$ cat src/rtl/xvc_pkg.sv
// Shared constants and types for the XVC JTAG shift engine.
// Optional build macro XVC_TDO_SYNC_EN is consumed by xvc_shift_engine.
package xvc_pkg;

    localparam logic [1:0] OP_WAIT  = 2'd0;
    localparam logic [1:0] OP_WRITE = 2'd1;
    localparam logic [1:0] OP_READ  = 2'd2;

    localparam logic [4:0] OFS_LENGTH  = 5'h00;
    localparam logic [4:0] OFS_TMS     = 5'h04;
    localparam logic [4:0] OFS_TDI     = 5'h08;
    localparam logic [4:0] OFS_TDO     = 5'h0C;
    localparam logic [4:0] OFS_CONTROL = 5'h10;

    localparam int unsigned MAX_LEN = 32;

    typedef enum logic [1:0] {
        ST_IDLE = 2'd0,
        ST_LOW  = 2'd1,
        ST_HIGH = 2'd2
    } eng_state_e;

    function automatic logic [5:0] clamp_len(input logic [31:0] v);
        return (v > 32'(MAX_LEN)) ? 6'(MAX_LEN) : v[5:0];
    endfunction

endpackage

$ cat src/rtl/xvc_shift_engine.sv
// TCK generator and bit shifter: drives TMS/TDI LSB first and captures TDO.
// XVC_TDO_SYNC_EN adds a two-flop TDO synchronizer and delays the sample by 2 clk.
module xvc_shift_engine
    import xvc_pkg::*;
#(
    parameter int unsigned TCK_DIV = 4
) (
    input  logic        clk,
    input  logic        rst,
    input  logic        start_i,
    input  logic [5:0]  length_i,
    input  logic [31:0] tms_i,
    input  logic [31:0] tdi_i,
    input  logic        tdo_i,
    output logic [31:0] tdo_word_o,
    output logic        running_o,
    output eng_state_e  state_o,
    output logic        tck_o,
    output logic        tms_o,
    output logic        tdi_o
);

    localparam int CW = $clog2(TCK_DIV + 1);
    localparam logic [CW-1:0] LAST_CNT = CW'(TCK_DIV - 1);

    logic tdo_s;

`ifdef XVC_TDO_SYNC_EN
    localparam logic [CW-1:0] SAMPLE_CNT = CW'(2);
    logic [1:0] sync_q;

    always_ff @(posedge clk) begin
        if (rst) sync_q <= 2'b00;
        else     sync_q <= {sync_q[0], tdo_i};
    end
    assign tdo_s = sync_q[1];
`else
    localparam logic [CW-1:0] SAMPLE_CNT = CW'(0);
    assign tdo_s = tdo_i;
`endif

    eng_state_e    state_q;
    logic [CW-1:0] cnt_q;
    logic [4:0]    idx_q;
    logic          tck_q;
    logic          tms_q;
    logic          tdi_q;
    logic [31:0]   tdo_q;

    logic [4:0] idx_nx;
    logic       last_bit;

    assign idx_nx   = idx_q + 5'd1;
    assign last_bit = ({1'b0, idx_q} == (length_i - 6'd1));

    // tms_i/tdi_i/length_i are read live: the register file refuses writes while running.
    always_ff @(posedge clk) begin
        if (rst) begin
            state_q <= ST_IDLE;
            cnt_q   <= '0;
            idx_q   <= '0;
            tck_q   <= 1'b0;
            tms_q   <= 1'b1;
            tdi_q   <= 1'b0;
            tdo_q   <= '0;
        end else begin
            case (state_q)
                ST_IDLE: begin
                    if (start_i) begin
                        tdo_q <= '0;
                        idx_q <= '0;
                        cnt_q <= '0;
                        if (length_i != 6'd0) begin
                            state_q <= ST_LOW;
                            tms_q   <= tms_i[0];
                            tdi_q   <= tdi_i[0];
                        end
                    end
                end
                ST_LOW: begin
                    if (cnt_q == LAST_CNT) begin
                        cnt_q   <= '0;
                        tck_q   <= 1'b1;
                        state_q <= ST_HIGH;
                    end else begin
                        cnt_q <= cnt_q + 1'b1;
                    end
                end
                ST_HIGH: begin
                    if (cnt_q == SAMPLE_CNT) tdo_q[idx_q] <= tdo_s;
                    if (cnt_q == LAST_CNT) begin
                        cnt_q <= '0;
                        tck_q <= 1'b0;
                        if (last_bit) begin
                            state_q <= ST_IDLE;
                        end else begin
                            idx_q   <= idx_nx;
                            tms_q   <= tms_i[idx_nx];
                            tdi_q   <= tdi_i[idx_nx];
                            state_q <= ST_LOW;
                        end
                    end else begin
                        cnt_q <= cnt_q + 1'b1;
                    end
                end
                default: state_q <= ST_IDLE;
            endcase
        end
    end

    assign tdo_word_o = tdo_q;
    assign running_o  = (state_q != ST_IDLE);
    assign state_o    = state_q;
    assign tck_o      = tck_q;
    assign tms_o      = tms_q;
    assign tdi_o      = tdi_q;

endmodule

$ cat src/rtl/xvc_jtag_shifter.sv
// Register-access front end for the XVC JTAG shifter: decode, handshake and register file.
// Build macro XVC_TDO_SYNC_EN (synchronized TDO, needs TCK_DIV >= 3) is passed to the engine.
module xvc_jtag_shifter
    import xvc_pkg::*;
#(
    parameter int unsigned TCK_DIV = 4
) (
    input  logic        clk,
    input  logic        rst,
    input  logic [15:0] addr,
    input  logic [31:0] wdata,
    input  logic [1:0]  opcode,
    output logic [31:0] rdata,
    output logic        rvalid,
    output logic        wdone,
    output logic        busy,
    output logic        jtag_tck,
    output logic        jtag_tms,
    output logic        jtag_tdi,
    input  logic        jtag_tdo
);

    // Handshake: a WRITE/READ opcode with busy=0 is taken at cycle T; wdone or rvalid
    // pulses at T+1 with rdata, busy covers T+1..T+2 so a request still held is not re-taken.
    logic        busy1_q, busy2_q;
    logic        wdone_q, rvalid_q;
    logic [31:0] rdata_q;
    logic [5:0]  len_q;
    logic [31:0] tms_q, tdi_q;

    logic        accept, is_wr, is_rd;
    logic        addr_ok, sel_len, sel_tms, sel_tdi, sel_tdo, sel_ctrl;
    logic        start;
    logic [31:0] rd_word;
    logic [31:0] eng_tdo_word;
    logic        eng_running;
    eng_state_e  eng_state;

    assign busy   = busy1_q | busy2_q;
    assign accept = !busy && ((opcode == OP_WRITE) || (opcode == OP_READ));
    assign is_wr  = accept && (opcode == OP_WRITE);
    assign is_rd  = accept && (opcode == OP_READ);

    assign addr_ok  = (addr[15:5] == 11'd0);
    assign sel_len  = addr_ok && (addr[4:0] == OFS_LENGTH);
    assign sel_tms  = addr_ok && (addr[4:0] == OFS_TMS);
    assign sel_tdi  = addr_ok && (addr[4:0] == OFS_TDI);
    assign sel_tdo  = addr_ok && (addr[4:0] == OFS_TDO);
    assign sel_ctrl = addr_ok && (addr[4:0] == OFS_CONTROL);

    assign start = is_wr && sel_ctrl && wdata[0] && (eng_state == ST_IDLE);

    always_comb begin
        rd_word = '0;
        if (sel_len)  rd_word = {26'd0, len_q};
        if (sel_tms)  rd_word = tms_q;
        if (sel_tdi)  rd_word = tdi_q;
        if (sel_tdo)  rd_word = eng_tdo_word;
        if (sel_ctrl) rd_word = {31'd0, eng_running};
    end

    always_ff @(posedge clk) begin
        if (rst) begin
            busy1_q  <= 1'b0;
            busy2_q  <= 1'b0;
            wdone_q  <= 1'b0;
            rvalid_q <= 1'b0;
            rdata_q  <= '0;
            len_q    <= '0;
            tms_q    <= '0;
            tdi_q    <= '0;
        end else begin
            busy1_q  <= accept;
            busy2_q  <= busy1_q;
            wdone_q  <= is_wr;
            rvalid_q <= is_rd;
            if (is_rd) rdata_q <= rd_word;
            if (is_wr && !eng_running) begin
                if (sel_len) len_q <= clamp_len(wdata);
                if (sel_tms) tms_q <= wdata;
                if (sel_tdi) tdi_q <= wdata;
            end
        end
    end

    xvc_shift_engine #(
        .TCK_DIV (TCK_DIV)
    ) u_engine (
        .clk        (clk),
        .rst        (rst),
        .start_i    (start),
        .length_i   (len_q),
        .tms_i      (tms_q),
        .tdi_i      (tdi_q),
        .tdo_i      (jtag_tdo),
        .tdo_word_o (eng_tdo_word),
        .running_o  (eng_running),
        .state_o    (eng_state),
        .tck_o      (jtag_tck),
        .tms_o      (jtag_tms),
        .tdi_o      (jtag_tdi)
    );

    assign rdata  = rdata_q;
    assign rvalid = rvalid_q;
    assign wdone  = wdone_q;

endmodule

$ cat config.mk
export PLATFORM = sky130hd
export DESIGN_NAME = xvc_jtag_shifter
export DESIGN_NICKNAME = d
export VERILOG_FILES = /design/src/rtl/xvc_pkg.sv /design/src/rtl/xvc_shift_engine.sv /design/src/rtl/xvc_jtag_shifter.sv
export SDC_FILE = /design/constraint.sdc
export NUM_CORES = 1
export LEC_CHECK = 0
export BUFFER_PORTS_ARGS = -buffer_cell sky130_fd_sc_hd__buf_2
export CAP_MARGIN = 20
export CORE_ASPECT_RATIO = 0.8
export CORE_MARGIN = 5
export CORE_UTILIZATION = 54
export CTS_BUF_LIST = sky130_fd_sc_hd__clkbuf_4 sky130_fd_sc_hd__clkbuf_8
export CTS_CLUSTER_DIAMETER = 200
export DETAILED_ROUTE_END_ITERATION = 7
export PLACE_DENSITY = 0.86
export SLEW_MARGIN = 5
export SYNTH_ARGS = -nofsm -noshare
export SYNTH_HDL_FRONTEND = slang
export SYNTH_SLANG_ARGS = --single-unit
export TNS_END_PERCENT = 5
$ cat constraint.sdc
create_clock -name clk -period 5.8 [get_ports clk]
set_input_delay 1.74 -clock clk [delete_from_list [all_inputs] [get_ports clk]]
set_output_delay 1.74 -clock clk [all_outputs]
set_load 0.01 [all_outputs]
==> impl_metrics.xml, run 1 <==
<?xml version="1.0" encoding="UTF-8"?>
<metrics>
  <group name="synth">
    <metric name="synth_cell_types" unit="">66</metric>
    <metric name="synth.cell_area" unit="sq um">7256</metric>
    <metric name="synth_adder_area_share" unit="%">2.414</metric>
    <metric name="ys_dominant_reg_cell" unit="">sky130_fd_sc_hd__dfxtp_1</metric>
    <metric name="flops_latches_synth" unit="">151</metric>
    <metric name="synth_enable_flop_cells" unit="">0</metric>
    <metric name="yosysWarningCount" unit="">0</metric>
    <metric name="synth.net_count" unit="">910</metric>
    <metric name="synthArstFlopShare" unit="%">0</metric>
    <metric name="yosys.area_share.xor_xnor" unit="%">1.311</metric>
    <metric name="syn_avg_cell_area" unit="sq um">8.607</metric>
    <metric name="synth_compound_gate_area_share" unit="%">16.85</metric>
    <metric name="synth_simple_gate_area_share" unit="%">21.40</metric>
    <metric name="postSynthCellCount" unit="">843</metric>
    <metric name="yosys-mux-area-fraction" unit="%">11.43</metric>
    <metric name="portion_of_the_post_synthesis_area_used_by_sequential_elements" unit="%">41.66</metric>
    <metric name="combinational_family_with_the_most_area_after_synthesis" unit="">simple AND/OR/NAND/NOR gates</metric>
  </group>
  <group name="floorplanning">
    <metric name="die_width" unit="microns">139.6</metric>
    <metric name="floorplan.die.height" unit="microns">113.7</metric>
    <metric name="die-area" unit="sq um">15870</metric>
    <metric name="core.rowCount" unit="">37</metric>
    <metric name="core_area" unit="sq um">13010</metric>
    <metric name="start_util" unit="%">55.78</metric>
    <metric name="io-pin-count" unit="">91</metric>
  </group>
  <group name="timing">
    <metric name="fmax" unit="GHz">0.2370</metric>
    <metric name="report.final.setup_viol" unit="">0</metric>
    <metric name="actual_slew_at_the_worst_max_slew_pin" unit="ps">1019</metric>
    <metric name="finalWorstPathRequiredPeriod" unit="ps">4219</metric>
    <metric name="final.setup.tns" unit="ps">0</metric>
    <metric name="grt_setup_unrepaired" unit="">false</metric>
    <metric name="final.period_utilization" unit="%">72.74</metric>
    <metric name="setup_ws" unit="ps">1581</metric>
    <metric name="final_hold_viol_count" unit="">0</metric>
    <metric name="skew" unit="ps">10.57</metric>
    <metric name="slew_headroom" unit="%">31.60</metric>
    <metric name="final_max_slew_viol_count" unit="">0</metric>
    <metric name="fin_worst_hold_slack" unit="ps">449.6</metric>
  </group>
  <group name="grt">
    <metric name="grt_use_total" unit="%">25.23</metric>
    <metric name="grt_first_pass_wirelength" unit="microns">32710</metric>
    <metric name="grt_overflow" unit="">0</metric>
    <metric name="grt_max_degree" unit="">82</metric>
    <metric name="grt_pass1_vias" unit="">6364</metric>
    <metric name="initial_antenna_violation_count" unit="">0</metric>
  </group>
  <group name="clocking">
    <metric name="tritoncts" unit="">done</metric>
    <metric name="postCtsSetupRepairBufs" unit="">0</metric>
    <metric name="cts_buffers" unit="">17</metric>
    <metric name="clkSinkCount" unit="">151</metric>
    <metric name="post_cts_hold_buffer_count" unit="">0</metric>
    <metric name="cts_repair_resize_count" unit="">0</metric>
    <metric name="total_number_of_h_tree_levels" unit="">4</metric>
    <metric name="clkTransAtPathRegs" unit="ps">90</metric>
    <metric name="cts_buffer_depth" unit="">2</metric>
    <metric name="clk-insertion-delay-late" unit="ps">440</metric>
    <metric name="cts-root-buf" unit="">sky130_fd_sc_hd__clkbuf_8</metric>
  </group>
  <group name="drt">
    <metric name="route.detailed.vias_per_inst" unit="">6.104</metric>
    <metric name="drtPass1Iterations" unit="">8</metric>
    <metric name="wire_length_after_detailed_routing" unit="microns">20220</metric>
    <metric name="drc" unit="">2</metric>
    <metric name="ant_nets" unit="">0</metric>
    <metric name="route.detailed.wl_per_inst" unit="microns">18.58</metric>
    <metric name="initialDrtViolationCount" unit="">867</metric>
    <metric name="vias" unit="">6641</metric>
  </group>
  <group name="cells_and_area">
    <metric name="layout.nets" unit="">967</metric>
    <metric name="layout.cells.most_common_list" unit="">sky130_fd_sc_hd__nand2_1 (174), sky130_fd_sc_hd__dfxtp_1 (151), sky130_fd_sc_hd__buf_2 (90)</metric>
    <metric name="layout_commonest_cell" unit="">sky130_fd_sc_hd__nand2_1</metric>
    <metric name="drive_above_1_share" unit="%">18.73</metric>
    <metric name="syn_to_final_growth" unit="%">12.92</metric>
    <metric name="finalCoreUtilization" unit="%">62.98</metric>
    <metric name="postLayoutCellArea" unit="sq um">8193</metric>
    <metric name="diodes" unit="">0</metric>
    <metric name="final-instance-count-excl-fill" unit="">1088</metric>
  </group>
  <group name="worst_setup_path">
    <metric name="worst_path_largest_cell_delay" unit="ps">820</metric>
    <metric name="path_max_fanout" unit="">19</metric>
    <metric name="crit_type" unit="">in2reg</metric>
    <metric name="end_kind" unit="">flip-flop</metric>
    <metric name="timing.critical_path.arrival" unit="ps">4580</metric>
    <metric name="worstPathRequired" unit="ps">6160</metric>
    <metric name="critical-path-slowest-cell" unit="">sky130_fd_sc_hd__and2_1</metric>
    <metric name="crit_top_cell" unit="">sky130_fd_sc_hd__nor4_4</metric>
    <metric name="critical_path.cell_chain" unit="">buf_2, nor4_4, nand3b_4, nor4_4, and2_1, buf_4, nand2_1, a21oi_1</metric>
    <metric name="worst_setup_path_start_kind" unit="">primary input</metric>
  </group>
  <group name="placement">
    <metric name="placement.cell_area" unit="sq um">7769</metric>
    <metric name="portBuffers" unit="">90</metric>
    <metric name="placed_cells" unit="">1055</metric>
    <metric name="gp_congestion" unit="">0.8971</metric>
    <metric name="dpl.hpwl" unit="microns">13950</metric>
    <metric name="dpl_worst_slack" unit="ps">1225</metric>
  </group>
  <group name="run">
    <metric name="drv_cap" unit="">0</metric>
  </group>
  <group name="power">
    <metric name="power.density_cell_area" unit="nW/um^2">239.7</metric>
    <metric name="post-layout-total-power" unit="mW">1.964</metric>
    <metric name="ir_worst_vdd" unit="mV">0.1927</metric>
    <metric name="leakagePower" unit="nW">3.138</metric>
  </group>
  <group name="run_status">
    <metric name="violations" unit="">DRC</metric>
    <metric name="result_of_the_run" unit="">finished with violations</metric>
  </group>
  <group name="min_path">
    <metric name="min-delay-path-class" unit="">reg2reg</metric>
  </group>
</metrics>
-- final timing paths --
check / depth (start not counted) / end / slack [ps] / start
max: 8 / tdi_q[21] / 1580 / addr[11]
min: 2 / rdata[26] / 450 / rdata[26]
max reg2reg: 10 / u_engine.tms_o / 2270 / u_engine.idx_q[0]
min reg2reg: 2 / rdata[26] / 450 / rdata[26]
-- cells in the mapped netlist (4+ instances only) --
cell                         n  area [sq um]
sky130_fd_sc_hd__a22oi_1     5         37.54
sky130_fd_sc_hd__o21ai_1     8         40.04
sky130_fd_sc_hd__clkbuf_1   47         176.4
sky130_fd_sc_hd__nor3b_1     4         30.03
sky130_fd_sc_hd__xnor2_1     6         52.55
sky130_fd_sc_hd__nand2_1   174         653.1
sky130_fd_sc_hd__a221oi_1    6         52.55
sky130_fd_sc_hd__mux4_2     14         315.3
sky130_fd_sc_hd__nand3_1    43         215.2
sky130_fd_sc_hd__dfxtp_1   151          3023
sky130_fd_sc_hd__buf_2      16         80.08
sky130_fd_sc_hd__a21oi_1    70         350.3
sky130_fd_sc_hd__mux2i_1    48         480.5
sky130_fd_sc_hd__nor3_1      9         45.04
sky130_fd_sc_hd__nor4_4      4         85.08
sky130_fd_sc_hd__o21ai_0    31         155.2
sky130_fd_sc_hd__inv_1      20         75.07
sky130_fd_sc_hd__a222oi_1   26         260.3
sky130_fd_sc_hd__nand2b_1    5         31.28
sky130_fd_sc_hd__ha_1       14         175.2
sky130_fd_sc_hd__nor2_1     64         240.2
sky130_fd_sc_hd__nor4_1     10         62.56
-- sequential cells by signal (all words and copies together), names as in the netlist, 2 cells and up --
signal,flops
rdata,32
tms_q,32
len_q,6
u_engine.cnt_q,3
u_engine.idx_q,5
tdi_q,32
u_engine.state_o,2
u_engine.tdo_word_o,32
-- layer usage --
metal | wire length (microns) | up-vias | track usage (%)
met5 | 0 | - | 0
met4 | 404 | 0 | 8.522
met3 | 2064 | 40 | 5.239
met2 | 8851 | 369 | 38.67
met1 | 8895 | 3110 | 35.74
li1 | - | 3122 | -
-- critical path, delay by kind of cell --
family,cells,cell delay (ps)
buffers and inverters,2,460
AND/OR/NAND/NOR,5,2240
AO/OA/AOI/OAI,1,130
-- report_power, final --
group / switching [mW] / leakage, nW / internal [mW]
sequential: 0.00108 / 1.22 / 1.04
clock: 0.405 / 0.199 / 0.439
combinational: 0.0565 / 1.72 / 0.0245
total: 0.463 / 3.14 / 1.50
-- cells by family (layout without fill, tap and decap cells) --
logic type	count (synthesis)	count (layout)
AND/OR/NAND/NOR	336	336
AO/OA/AOI/OAI	180	180
flip-flops	151	151
buffers and inverters	87	157
multiplexers	65	65
adder cells (fa/ha/maj)	14	14
XOR/XNOR	10	10
-- layout make-up --
cell class                      count  area [sq um]
Multi-Input combinational cell    605          3900
Inverter                           21         78.83
Timing Repair Buffer              104         563.0
Clock buffer                       20         256.5
Sequential cell                   151          3023
Tap cell                          175         219.0
Fill cell                        1110          4816
Clock inverter                     12         152.6
No activity file was read; power rests on OpenSTA's default activity.
==> inputs of run 2 (changes only) <==
--- a/config.mk
+++ b/config.mk
@@ -5,6 +5,7 @@
 export SDC_FILE = /design/constraint.sdc
 export NUM_CORES = 1
 export LEC_CHECK = 0
+export ABC_AREA = 1
 export BUFFER_PORTS_ARGS = -buffer_cell sky130_fd_sc_hd__buf_2
 export CAP_MARGIN = 20
 export CORE_ASPECT_RATIO = 0.8
@@ -13,7 +14,7 @@
 export CTS_BUF_LIST = sky130_fd_sc_hd__clkbuf_4 sky130_fd_sc_hd__clkbuf_8
 export CTS_CLUSTER_DIAMETER = 200
 export DETAILED_ROUTE_END_ITERATION = 7
-export PLACE_DENSITY = 0.86
+export PLACE_DENSITY = 0.89
 export SLEW_MARGIN = 5
 export SYNTH_ARGS = -nofsm -noshare
 export SYNTH_HDL_FRONTEND = slang
==> constraint.sdc (replaced) <==
create_clock -name clk -period 3.7 [get_ports clk]
set_input_delay 1.11 -clock clk [delete_from_list [all_inputs] [get_ports clk]]
set_output_delay 1.11 -clock clk [all_outputs]
set_load 0.01 [all_outputs]
==> run 2 against run 1 <==
The run now ends clean. Critical path type unchanged. Total power grew 58%. Count of clock-buffer cells in the layout grew 3. Critical path depth grew 3. Synthesized cell count grew 42%. Non-clock buffer count shrank 4. Area after synthesis grew 8.2%. Combinational power grew 69%. Flip-flop and latch count is the same. Die area grew 7.6%. Sequential share of layout area shrank 2.2 points.
==> impl_metrics.xml, run 2 <==
<?xml version="1.0" encoding="UTF-8"?>
<metrics>
  <group name="synth">
    <metric name="synthArstFlopShare" unit="%">0</metric>
    <metric name="portion_of_the_post_synthesis_area_used_by_sequential_elements" unit="%">38.50</metric>
    <metric name="yosysTopAreaCell" unit="">sky130_fd_sc_hd__dfxtp_1</metric>
    <metric name="post_synth_most_frequent_cells" unit="">sky130_fd_sc_hd__nand2_1 (289), sky130_fd_sc_hd__dfxtp_1 (151), sky130_fd_sc_hd__inv_1 (131)</metric>
    <metric name="synth.net_count" unit="">1264</metric>
    <metric name="ys_dominant_reg_cell" unit="">sky130_fd_sc_hd__dfxtp_1</metric>
    <metric name="flops_latches_synth" unit="">151</metric>
    <metric name="synth_top_cell_area_share" unit="%">38.50</metric>
    <metric name="yosysWarningCount" unit="">0</metric>
    <metric name="postSynthCellCount" unit="">1197</metric>
    <metric name="yosysMostFrequentCell" unit="">sky130_fd_sc_hd__nand2_1</metric>
    <metric name="synth_enable_flop_cells" unit="">0</metric>
    <metric name="synth.area.top_cells" unit="">sky130_fd_sc_hd__dfxtp_1 (38%), sky130_fd_sc_hd__nand2_1 (14%), sky130_fd_sc_hd__a21oi_1 (7.1%)</metric>
    <metric name="syn_avg_cell_area" unit="sq um">6.560</metric>
    <metric name="synth.cell_area" unit="sq um">7853</metric>
    <metric name="synth_cell_types" unit="">32</metric>
  </group>
  <group name="placement">
    <metric name="portBuffers" unit="">90</metric>
    <metric name="gp_congestion" unit="">0.9401</metric>
    <metric name="dpl.hpwl" unit="microns">16790</metric>
  </group>
  <group name="timing">
    <metric name="slew_headroom" unit="%">29.39</metric>
    <metric name="final_max_slew_viol_count" unit="">0</metric>
    <metric name="fin_worst_hold_slack" unit="ps">429.2</metric>
    <metric name="final_hold_viol_count" unit="">0</metric>
    <metric name="grt_setup_unrepaired" unit="">false</metric>
    <metric name="actual_slew_at_the_worst_max_slew_pin" unit="ps">1058</metric>
    <metric name="final.period_utilization" unit="%">70.46</metric>
    <metric name="report.final.setup_viol" unit="">0</metric>
    <metric name="skew" unit="ps">12.16</metric>
    <metric name="final.setup.tns" unit="ps">0</metric>
    <metric name="finalWorstPathRequiredPeriod" unit="ps">2607</metric>
    <metric name="fmax" unit="GHz">0.3836</metric>
  </group>
  <group name="power">
    <metric name="power.density_cell_area" unit="nW/um^2">356.8</metric>
    <metric name="leakagePower" unit="nW">3.460</metric>
    <metric name="ir_worst_vdd" unit="mV">0.2305</metric>
    <metric name="p_int" unit="mW">2.405</metric>
    <metric name="power.share.switching" unit="%">22.66</metric>
    <metric name="clkPwrFrac" unit="%">43.2</metric>
    <metric name="power.combinational.fraction" unit="%">4.4</metric>
    <metric name="power_frac_seq" unit="%">52.4</metric>
    <metric name="switchingPower" unit="mW">0.7045</metric>
  </group>
  <group name="grt">
    <metric name="grt_pass1_vias" unit="">7217</metric>
    <metric name="grt_overflow" unit="">0</metric>
    <metric name="grt_max_degree" unit="">75</metric>
    <metric name="grt_use_total" unit="%">27.47</metric>
    <metric name="grt_first_pass_wirelength" unit="microns">37340</metric>
    <metric name="initial_antenna_violation_count" unit="">0</metric>
  </group>
  <group name="clocking">
    <metric name="clkSinkCount" unit="">151</metric>
    <metric name="postCtsSetupRepairBufs" unit="">0</metric>
    <metric name="total_number_of_h_tree_levels" unit="">4</metric>
    <metric name="tritoncts" unit="">done</metric>
    <metric name="cts_repair_resize_count" unit="">0</metric>
    <metric name="clkTransAtPathRegs" unit="ps">80</metric>
    <metric name="cts_buffers" unit="">17</metric>
    <metric name="cts_buffer_depth" unit="">2</metric>
    <metric name="post_cts_hold_buffer_count" unit="">0</metric>
    <metric name="cts-root-buf" unit="">sky130_fd_sc_hd__clkbuf_8</metric>
    <metric name="clk-insertion-delay-late" unit="ps">450</metric>
  </group>
  <group name="floorplanning">
    <metric name="io-pin-count" unit="">91</metric>
    <metric name="core_area" unit="sq um">14250</metric>
    <metric name="core.rowCount" unit="">39</metric>
    <metric name="start_util" unit="%">55.11</metric>
    <metric name="floorplan.die.height" unit="microns">117.9</metric>
    <metric name="die_width" unit="microns">144.8</metric>
    <metric name="die-area" unit="sq um">17070</metric>
  </group>
  <group name="worst_setup_path">
    <metric name="end_kind" unit="">flip-flop</metric>
    <metric name="critical_path.cell_chain" unit="">buf_2, nor2_1, nand2_1, nor2_2, nand2_2, inv_2, nand2_4, nor2_4, inv_2, o21ai_0, a21oi_1</metric>
    <metric name="cp_num_buf_inv" unit="">3</metric>
    <metric name="crit_top_cell" unit="">sky130_fd_sc_hd__inv_2</metric>
    <metric name="critical-path-slowest-cell" unit="">sky130_fd_sc_hd__inv_2</metric>
    <metric name="timing.critical_path.arrival" unit="ps">2920</metric>
    <metric name="worst_path_largest_cell_delay" unit="ps">360</metric>
    <metric name="worst_setup_path_start_kind" unit="">primary input</metric>
    <metric name="worstPathRequired" unit="ps">4010</metric>
    <metric name="path_max_fanout" unit="">48</metric>
    <metric name="crit_type" unit="">in2reg</metric>
    <metric name="cpLargestDelayFamily" unit="">simple AND/OR/NAND/NOR gates</metric>
  </group>
  <group name="drt">
    <metric name="initialDrtViolationCount" unit="">1247</metric>
    <metric name="drc" unit="">0</metric>
    <metric name="route.top_layer_used" unit="">met4</metric>
    <metric name="ant_nets" unit="">0</metric>
    <metric name="wire_length_after_detailed_routing" unit="microns">23450</metric>
    <metric name="met2_wirelength" unit="microns">9474</metric>
    <metric name="drtPass1Iterations" unit="">6</metric>
    <metric name="route.detailed.wl_per_inst" unit="microns">16.20</metric>
    <metric name="vias" unit="">8228</metric>
    <metric name="detail_route.wirelength.met1" unit="microns">10330</metric>
    <metric name="wl_met3" unit="microns">3364</metric>
    <metric name="route.detailed.vias_per_inst" unit="">5.686</metric>
  </group>
  <group name="cells_and_area">
    <metric name="drive_above_1_share" unit="%">12.19</metric>
    <metric name="layout.cells.most_common_list" unit="">sky130_fd_sc_hd__nand2_1 (289), sky130_fd_sc_hd__dfxtp_1 (151), sky130_fd_sc_hd__inv_1 (131)</metric>
    <metric name="diodes" unit="">0</metric>
    <metric name="layout_commonest_cell" unit="">sky130_fd_sc_hd__nand2_1</metric>
    <metric name="multiInputGateArea" unit="sq um">3979</metric>
    <metric name="fillers" unit="">1302</metric>
    <metric name="seqCellArea" unit="sq um">3023</metric>
    <metric name="syn_to_final_growth" unit="%">10.96</metric>
    <metric name="layout.nets" unit="">1318</metric>
  </group>
  <group name="run_status">
    <metric name="result_of_the_run" unit="">completed</metric>
  </group>
  <group name="min_path">
    <metric name="min-delay-path-class" unit="">reg2reg</metric>
  </group>
  <group name="run">
    <metric name="drv_cap" unit="">0</metric>
  </group>
</metrics>
==> run 2: cell count changes in the layout (fill, tap and decap cells not counted), sizes merged, moves of 35 or more <==
cell    previous run  this run
mux2i             48         0
nand2            174       293
inv               22       139
o211ai             1        36
o21ai             39       135
nor2              64       125
a21oi             70       111
==> run 2: power by group through the flow <==
stage	sequential, mW	clock (mW)	combinational (mW)
global route	1.63	1.42	0.150
CTS	1.63	1.35	0.134
floorplan	1.67	0	0.0690
finish	1.63	1.34	0.137
detailed placement	1.67	0	0.133
global placement	1.67	0	0.131
==> run 2: logic make-up after synthesis <==
| family | Yosys count | share of synthesized area (%) |
|---|---|---|
| AOI/OAI and AO/OA | 289 | 19.82 |
| adders and majority gates | 14 | 2.231 |
| xor gates and xnor gates | 1 | 0.1116 |
| buffers and inverters | 208 | 10.83 |
| and+or+nand+nor | 534 | 28.51 |
| DFF | 151 | 38.50 |
==> run 2: worst register-to-register path: stages, from the launching register on <==
cell and delay, ps:
sky130_fd_sc_hd__dfxtp_1 410, sky130_fd_sc_hd__inv_2 190, sky130_fd_sc_hd__ha_1 610, sky130_fd_sc_hd__clkinv_1 390
sky130_fd_sc_hd__o211ai_1 230, sky130_fd_sc_hd__nand3_1 100, sky130_fd_sc_hd__nand3_1 80, sky130_fd_sc_hd__nand2_1 80
sky130_fd_sc_hd__nand2_1 60, sky130_fd_sc_hd__nand3_1 80, sky130_fd_sc_hd__nand3_1 100, sky130_fd_sc_hd__nand3_1 70
==> run 2: metal layers <==
layer	up-vias	GRT usage (%)
met5	-	0
met4	0	6.352
met3	24	8.286
met2	506	36.98
met1	3710	42.47
li1	3988	-
==> run 2: path summary, 6_finish.rpt <==
check / startpoint / end / slack, ps / depth (start not counted)
hold reg to reg: busy1_q / busy2_q / 430 / 2
hold / removal: busy1_q / busy2_q / 430 / 2
setup / recovery: addr[14] / tms_q[19] / 1090 / 11
setup reg to reg: u_engine.idx_q[0] / u_engine.tms_o / 1150 / 11
==> run 2: per-stage QoR <==
step | utilization, % | std cells | setup slack [ps] | cell area (sq um) | power [mW]
after floorplan | - | 1197 | 1318 | 7853 | 1.735
after global placement | 58.21 | 1416 | 707.7 | 8294 | 1.797
after detailed placement | 58.21 | 1416 | 701.1 | 8294 | 1.799
after CTS | 61.15 | 1447 | 1139 | 8713 | 3.112
after global routing | 61.15 | 1447 | 925.1 | 8713 | 3.195
final | 61.15 | 1447 | 1093 | 8713 | 3.109
==> run 2: final cells by class <==
cell class	count	share of cell area, %
tap	184	2.642
clock buffer	23	3.418
multi-input combinational	838	45.66
inverter	143	6.160
timing repair buffer	100	6.031
clock inverter	8	1.393
sequential	151	34.69
